[src/rtl/sketch_match_arbiter.sv]
// Pairs exact and wildcard CAM lookup results in packet order, picks the winner, and pulses wins/loses back.
// Optional winner-category counters are built when SKETCH_MATCH_ARBITER_STATS_EN is defined.

module sketch_match_arbiter_fifo #(
    parameter int WIDTH      = 33,
    parameter int DEPTH_BITS = 3
) (
    input  logic             clk,
    input  logic             reset,
    input  logic             push_vld,
    input  logic [WIDTH-1:0] push_data,
    input  logic             pop,
    output logic [WIDTH-1:0] head,
    output logic             avail,
    output logic             overflow_set
);
    localparam int DEPTH = 1 << DEPTH_BITS;

    logic [WIDTH-1:0]      mem [DEPTH];
    logic [DEPTH_BITS-1:0] rd_ptr;
    logic [DEPTH_BITS-1:0] wr_ptr;
    logic [DEPTH_BITS:0]   count;
    logic                  empty;
    logic                  full;
    logic                  wr;
    logic                  rd;

    assign empty = (count == '0);
    assign full  = (count == (DEPTH_BITS+1)'(DEPTH));

    // An empty FIFO exposes the incoming strobe directly so a pair can be decided in its arrival cycle.
    assign head  = empty ? push_data : mem[rd_ptr];
    assign avail = !empty || push_vld;

    assign rd           = pop && !empty;
    assign wr           = push_vld && (!full || pop) && !(empty && pop);
    assign overflow_set = push_vld && full && !pop;

    always_ff @(posedge clk or negedge reset) begin
        if (!reset) begin
            rd_ptr <= '0;
            wr_ptr <= '0;
            count  <= '0;
        end else begin
            if (wr) wr_ptr <= wr_ptr + 1'b1;
            if (rd) rd_ptr <= rd_ptr + 1'b1;
            count <= count + (DEPTH_BITS+1)'(wr) - (DEPTH_BITS+1)'(rd);
        end
    end

    always_ff @(posedge clk) begin
        if (wr) mem[wr_ptr] <= push_data;
    end
endmodule

module sketch_match_arbiter #(
    parameter int                      ACTION_WIDTH    = 32,
    parameter int                      FIFO_DEPTH_BITS = 3,
    parameter logic [ACTION_WIDTH-1:0] MISS_ACTION     = '0
) (
    input  logic                    clk,
    input  logic                    reset,
    input  logic                    exact_hit,
    input  logic [ACTION_WIDTH-1:0] exact_data,
    input  logic                    exact_data_vld,
    input  logic                    wildcard_hit,
    input  logic [ACTION_WIDTH-1:0] wildcard_data,
    input  logic                    wildcard_data_vld,
    output logic                    exact_wins,
    output logic                    exact_loses,
    output logic                    wildcard_wins,
    output logic                    wildcard_loses,
    output logic                    result_vld,
    input  logic                    result_rdy,
    output logic                    result_hit,
    output logic                    result_src,
    output logic [ACTION_WIDTH-1:0] result_data,
    output logic                    overflow_err,
    output logic [31:0]             stat_exact,
    output logic [31:0]             stat_wild,
    output logic [31:0]             stat_miss
);
    logic [ACTION_WIDTH:0] exact_head;
    logic [ACTION_WIDTH:0] wild_head;
    logic                  exact_avail;
    logic                  wild_avail;
    logic                  exact_ovf;
    logic                  wild_ovf;
    logic                  decide;

    assign decide = exact_avail && wild_avail && (!result_vld || result_rdy);

    sketch_match_arbiter_fifo #(
        .WIDTH      (ACTION_WIDTH + 1),
        .DEPTH_BITS (FIFO_DEPTH_BITS)
    ) u_exact_fifo (
        .clk          (clk),
        .reset        (reset),
        .push_vld     (exact_data_vld),
        .push_data    ({exact_hit, exact_data}),
        .pop          (decide),
        .head         (exact_head),
        .avail        (exact_avail),
        .overflow_set (exact_ovf)
    );

    sketch_match_arbiter_fifo #(
        .WIDTH      (ACTION_WIDTH + 1),
        .DEPTH_BITS (FIFO_DEPTH_BITS)
    ) u_wild_fifo (
        .clk          (clk),
        .reset        (reset),
        .push_vld     (wildcard_data_vld),
        .push_data    ({wildcard_hit, wildcard_data}),
        .pop          (decide),
        .head         (wild_head),
        .avail        (wild_avail),
        .overflow_set (wild_ovf)
    );

    always_ff @(posedge clk or negedge reset) begin
        if (!reset) begin
            result_vld     <= 1'b0;
            result_hit     <= 1'b0;
            result_src     <= 1'b0;
            result_data    <= '0;
            exact_wins     <= 1'b0;
            exact_loses    <= 1'b0;
            wildcard_wins  <= 1'b0;
            wildcard_loses <= 1'b0;
            overflow_err   <= 1'b0;
        end else begin
            exact_wins     <= 1'b0;
            exact_loses    <= 1'b0;
            wildcard_wins  <= 1'b0;
            wildcard_loses <= 1'b0;
            if (exact_ovf || wild_ovf) overflow_err <= 1'b1;
            if (decide) begin
                result_vld <= 1'b1;
                if (exact_head[ACTION_WIDTH]) begin
                    result_hit     <= 1'b1;
                    result_src     <= 1'b0;
                    result_data    <= exact_head[ACTION_WIDTH-1:0];
                    exact_wins     <= 1'b1;
                    wildcard_loses <= 1'b1;
                end else if (wild_head[ACTION_WIDTH]) begin
                    result_hit     <= 1'b1;
                    result_src     <= 1'b1;
                    result_data    <= wild_head[ACTION_WIDTH-1:0];
                    wildcard_wins  <= 1'b1;
                    exact_loses    <= 1'b1;
                end else begin
                    result_hit     <= 1'b0;
                    result_src     <= 1'b0;
                    result_data    <= MISS_ACTION;
                    exact_loses    <= 1'b1;
                    wildcard_loses <= 1'b1;
                end
            end else if (result_rdy) begin
                result_vld <= 1'b0;
            end
        end
    end

`ifdef SKETCH_MATCH_ARBITER_STATS_EN
    always_ff @(posedge clk or negedge reset) begin
        if (!reset) begin
            stat_exact <= '0;
            stat_wild  <= '0;
            stat_miss  <= '0;
        end else if (decide) begin
            if (exact_head[ACTION_WIDTH]) begin
                if (stat_exact != 32'hFFFF_FFFF) stat_exact <= stat_exact + 32'd1;
            end else if (wild_head[ACTION_WIDTH]) begin
                if (stat_wild != 32'hFFFF_FFFF) stat_wild <= stat_wild + 32'd1;
            end else begin
                if (stat_miss != 32'hFFFF_FFFF) stat_miss <= stat_miss + 32'd1;
            end
        end
    end
`else
    assign stat_exact = '0;
    assign stat_wild  = '0;
    assign stat_miss  = '0;
`endif
endmodule

[config.mk]
export PLATFORM = sky130hd
export DESIGN_NAME = sketch_match_arbiter
export DESIGN_NICKNAME = d
export VERILOG_FILES = /design/src/rtl/sketch_match_arbiter.sv
export SDC_FILE = /design/constraint.sdc
export NUM_CORES = 1
export LEC_CHECK = 0
export ABC_CLOCK_PERIOD_IN_PS = 7900
export CORE_MARGIN = 4
export CORE_UTILIZATION = 58
export DETAILED_ROUTE_END_ITERATION = 7
export PLACE_DENSITY = 0.8
export SETUP_SLACK_MARGIN = 0.3
export SKIP_CTS_REPAIR_TIMING = 1
export SLEW_MARGIN = 30
export SYNTH_ARGS = -nofsm -noshare
export SYNTH_HDL_FRONTEND = slang
export SYNTH_SLANG_ARGS = --single-unit
[constraint.sdc]
create_clock -name clk -period 7.9 [get_ports clk]
set_clock_uncertainty 0.2 [all_clocks]
set_input_delay 2.37 -clock clk [delete_from_list [all_inputs] [get_ports clk]]
set_output_delay 2.37 -clock clk [all_outputs]
set_load 0.02 [all_outputs]
==> load_flow_metrics.sql <==
INSERT INTO impl_metrics (metric_group, metric, value, unit) VALUES
('outcome', 'run_status', 'completed', ''),
('detailed_routing', 'vias_after_detailed_routing', '13350', ''),
('synthesis', 'synth-edff-count', '528', ''),
('placed_design', 'cell_count_post_placement', '2122', ''),
('synthesis', 'synthDistinctLibCells', '46', ''),
('worst_setup_path', 'cp_num_buf_inv', '4', ''),
('cts', 'h-tree-depth', '2', ''),
('worst_setup_path', 'critical_path.slowest_cell', 'sky130_fd_sc_hd__nor4b_1', ''),
('detailed_routing', 'detail_route.vias_per_cell', '5.994', ''),
('synthesis', 'yosysWarnings', '0', ''),
('synthesis', 'syn-instance-count', '1533', ''),
('synthesis', 'synth_flop_cell', 'sky130_fd_sc_hd__edfxtp_1', ''),
('synthesis', 'synthTopCellsByArea', 'sky130_fd_sc_hd__edfxtp_1 64%, sky130_fd_sc_hd__mux2i_1 6.7%, sky130_fd_sc_hd__dfrtp_1 6.1%', ''),
('sta', 'final.period_utilization', '68.57', '%'),
('final_layout', 'mostFrequentLayoutCell', 'sky130_fd_sc_hd__edfxtp_1', ''),
('hold_path', 'hold_path_class', 'reg -> reg', ''),
('sta', 'grt_setup_unrepaired', 'no', ''),
('floorplan', 'initial_core_util', '58.78', '%'),
('global_routing', 'grt_overflow', '0', ''),
('cts', 'tritoncts.num_buffers', '57', ''),
('sta', 'f_max', '184.6', 'MHz'),
('final_layout', 'final_cell_count_no_fill', '2228', ''),
('synthesis', 'avgSynthCellArea', '16.12', 'um2'),
('sta', 'worst_slew_pin_slew', '1.049', 'ns'),
('cts', 'cts_root_buffer', 'sky130_fd_sc_hd__clkbuf_16', ''),
('worst_setup_path', 'criticalPathCategory', 'in -> reg', ''),
('cts', 'cts.path.max_buffers', '3', ''),
('worst_setup_path', 'worst-path-max-fanout', '40', ''),
('floorplan', 'die_ar', '45970', 'um2'),
('synthesis', 'share_of_yosys_cell_area_claimed_by_the_top_area_cell_type', '64.17', '%'),
('floorplan', 'design.portCount', '207', ''),
('final_layout', 'area_growth', '12.89', '%'),
('final_layout', 'layout-drive-gt1-share', '14.34', '%'),
('worst_setup_path', 'worst_path_dominant_cell_family', 'simple AND/OR/NAND/NOR gates', ''),
('synthesis', 'synthArstFlopShare', '10.20', '%'),
('worst_setup_path', 'startpoint_type', 'primary input', ''),
('floorplan', 'core_area', '42040', 'um2'),
('placed_design', 'io_buffers', '110', ''),
('sta', 'slew_viol_final', '0', ''),
('final_layout', 'finish.net_count', '1731', ''),
('worst_setup_path', 'timing.critical_path.arrival', '5.69', 'ns'),
('sta', 'hold_slack', '0.2712', 'ns'),
('sta', 'post_route_setup_tns', '0', 'ns'),
('worst_setup_path', 'req_time_crit_path', '8.17', 'ns'),
('worst_setup_path', 'endpoint_kind', 'flip-flop', ''),
('worst_setup_path', 'cp.depth', '11', ''),
('sta', 'timing.slew.headroom', '30.04', '%'),
('job', 'cap_viol_max_count', '0', ''),
('sta', 'fin_crit', '5.417', 'ns'),
('placed_design', 'global_placement_routability_congestion', '0.8944', ''),
('global_routing', 'first_global_vias', '13480', ''),
('floorplan', 'chipHeight', '214.4', 'um'),
('detailed_routing', 'route.detailed.drc', '0', ''),
('global_routing', 'groute.layer.met3.usage', '4.010', '%'),
('cts', 'path_clk_slew', '0.06', 'ns'),
('global_routing', 'grt_pass1_wl', '79470', 'um'),
('sta', 'timing.final.setup_violations', '0', ''),
('synthesis', 'synth_top_area_cell', 'sky130_fd_sc_hd__edfxtp_1', ''),
('worst_setup_path', 'cell_chain_critical_path', 'clkdlybuf4s50_1 -> nor4b_1 -> or3_2 -> buf_4 -> nor2_1 -> ha_1 -> inv_1 -> ha_1 -> inv_1 -> fa_1 -> xnor2_1', ''),
('worst_setup_path', 'reg2regPathDepth', '12', ''),
('global_routing', 'grt_use_met1', '29.95', '%'),
('final_layout', 'utilization', '66.35', '%'),
('global_routing', 'grt_most_used_layer', 'met2', ''),
('synthesis', 'synth_sequential_area_ratio', '70.24', '%'),
('power', 'power.static_leakage', '0.009745', 'uW'),
('worst_setup_path', 'timing.reg2reg.setup_slack', '4.12', 'ns'),
('cts', 'numClockSinks', '588', ''),
('detailed_routing', 'drt_pre_antenna_iters', '5', ''),
('hold_path', 'hold_depth', '1', ''),
('global_routing', 'antenna_found_initial', '2', ''),
('floorplan', 'width_of_the_die', '214.4', 'um');
cells in the mapped netlist (2+ instances only):
cell type,count
sky130_fd_sc_hd__buf_4,105
sky130_fd_sc_hd__buf_2,24
sky130_fd_sc_hd__a2111oi_2,22
sky130_fd_sc_hd__or3b_2,2
sky130_fd_sc_hd__clkbuf_1,46
sky130_fd_sc_hd__nor4b_1,4
sky130_fd_sc_hd__a2111oi_0,22
sky130_fd_sc_hd__nor3_1,8
sky130_fd_sc_hd__nor2_1,42
sky130_fd_sc_hd__dfrtp_1,60
sky130_fd_sc_hd__nor2b_1,37
sky130_fd_sc_hd__o31ai_1,33
sky130_fd_sc_hd__nand2_1,88
sky130_fd_sc_hd__nor4_1,2
sky130_fd_sc_hd__a22o_1,66
sky130_fd_sc_hd__buf_1,5
sky130_fd_sc_hd__mux2_2,69
sky130_fd_sc_hd__inv_1,17
sky130_fd_sc_hd__ha_1,16
sky130_fd_sc_hd__a211o_1,2
sky130_fd_sc_hd__edfxtp_1,528
sky130_fd_sc_hd__a21o_1,2
sky130_fd_sc_hd__xor2_1,5
sky130_fd_sc_hd__a21oi_1,3
sky130_fd_sc_hd__and3_1,2
sky130_fd_sc_hd__mux2i_1,165
sky130_fd_sc_hd__buf_6,7
sky130_fd_sc_hd__a2111oi_1,20
sky130_fd_sc_hd__nor3b_1,5
sky130_fd_sc_hd__o22ai_1,33
sky130_fd_sc_hd__fa_1,2
sky130_fd_sc_hd__xnor2_1,7
sky130_fd_sc_hd__buf_12,2
sky130_fd_sc_hd__nand2b_1,3
sky130_fd_sc_hd__a211oi_1,64
sky130_fd_sc_hd__o21ai_0,5
flip-flops by register name (all words and copies together), names as in the netlist, 3 cells and up:
name	cells
u_exact_fifo.rd_ptr	3
result_data	32
u_exact_fifo.mem	264
u_wild_fifo.count	4
u_exact_fifo.count	4
u_exact_fifo.wr_ptr	3
u_wild_fifo.rd_ptr	3
u_wild_fifo.wr_ptr	3
u_wild_fifo.mem	264
per-layer routing:
metal | routed length (um) | vias up
li1 | - | 6034
met1 | 21240 | 6706
met2 | 25880 | 513
met3 | 3363 | 101
met4 | 1511 | 0
met5 | 0 | -
metrics by stage:
stage | area [um2] | worst slack [ns]
finish | 27900 | 2.483
global route | 27900 | 2.330
CTS | 27880 | 2.570
detailed placement | 26050 | 1.955
global placement | 25980 | 2.219
floorplan | 25070 | 0.4809
worst paths after layout:
check | startpoint | end
worst max-delay path | exact_data_vld | u_wild_fifo.count[2]
max in group asynchronous | reset | u_wild_fifo.rd_ptr[0]
worst min register to register | overflow_err | overflow_err
worst max register to register | u_exact_fifo.count[2] | u_wild_fifo.count[2]
worst min-delay path | overflow_err | overflow_err
min in group asynchronous | reset | u_exact_fifo.wr_ptr[1]
cells by family (layout without fill, tap and decap cells):
kind of cell | after synthesis | count (layout) | share of synthesized area [%]
DFF | 588 | 588 | 70.24
adders and majority gates | 18 | 18 | 0.9722
buffers and inverters | 208 | 267 | 5.266
muxes | 234 | 234 | 9.828
xor gates and xnor gates | 12 | 12 | 0.4253
and+or+nand+nor | 195 | 195 | 3.691
other | 1 | 98 | 0.01518
AOI/OAI and AO/OA | 277 | 277 | 9.560
power breakdown:
part | switching [uW] | internal, uW | total (uW)
clock network | 1120 | 1540 | 2660
logic | 2220 | 1460 | 3680
registers | 348 | 3990 | 4330
cell type report:
class,count,area [um2],share of cell area (%)
Multi-Input combinational cell,832,6548,23.47
Clock buffer,70,1506,5.400
Timing Repair Buffer,145,1403,5.028
Clock inverter,34,327.8,1.175
Inverter,18,67.56,0.2422
Tap cell,539,674.4,2.418
Sequential cell,588,17360,62.25
Antenna cell,2,5.005,0.01794
Note: power is estimated with default switching activity, not from simulation.
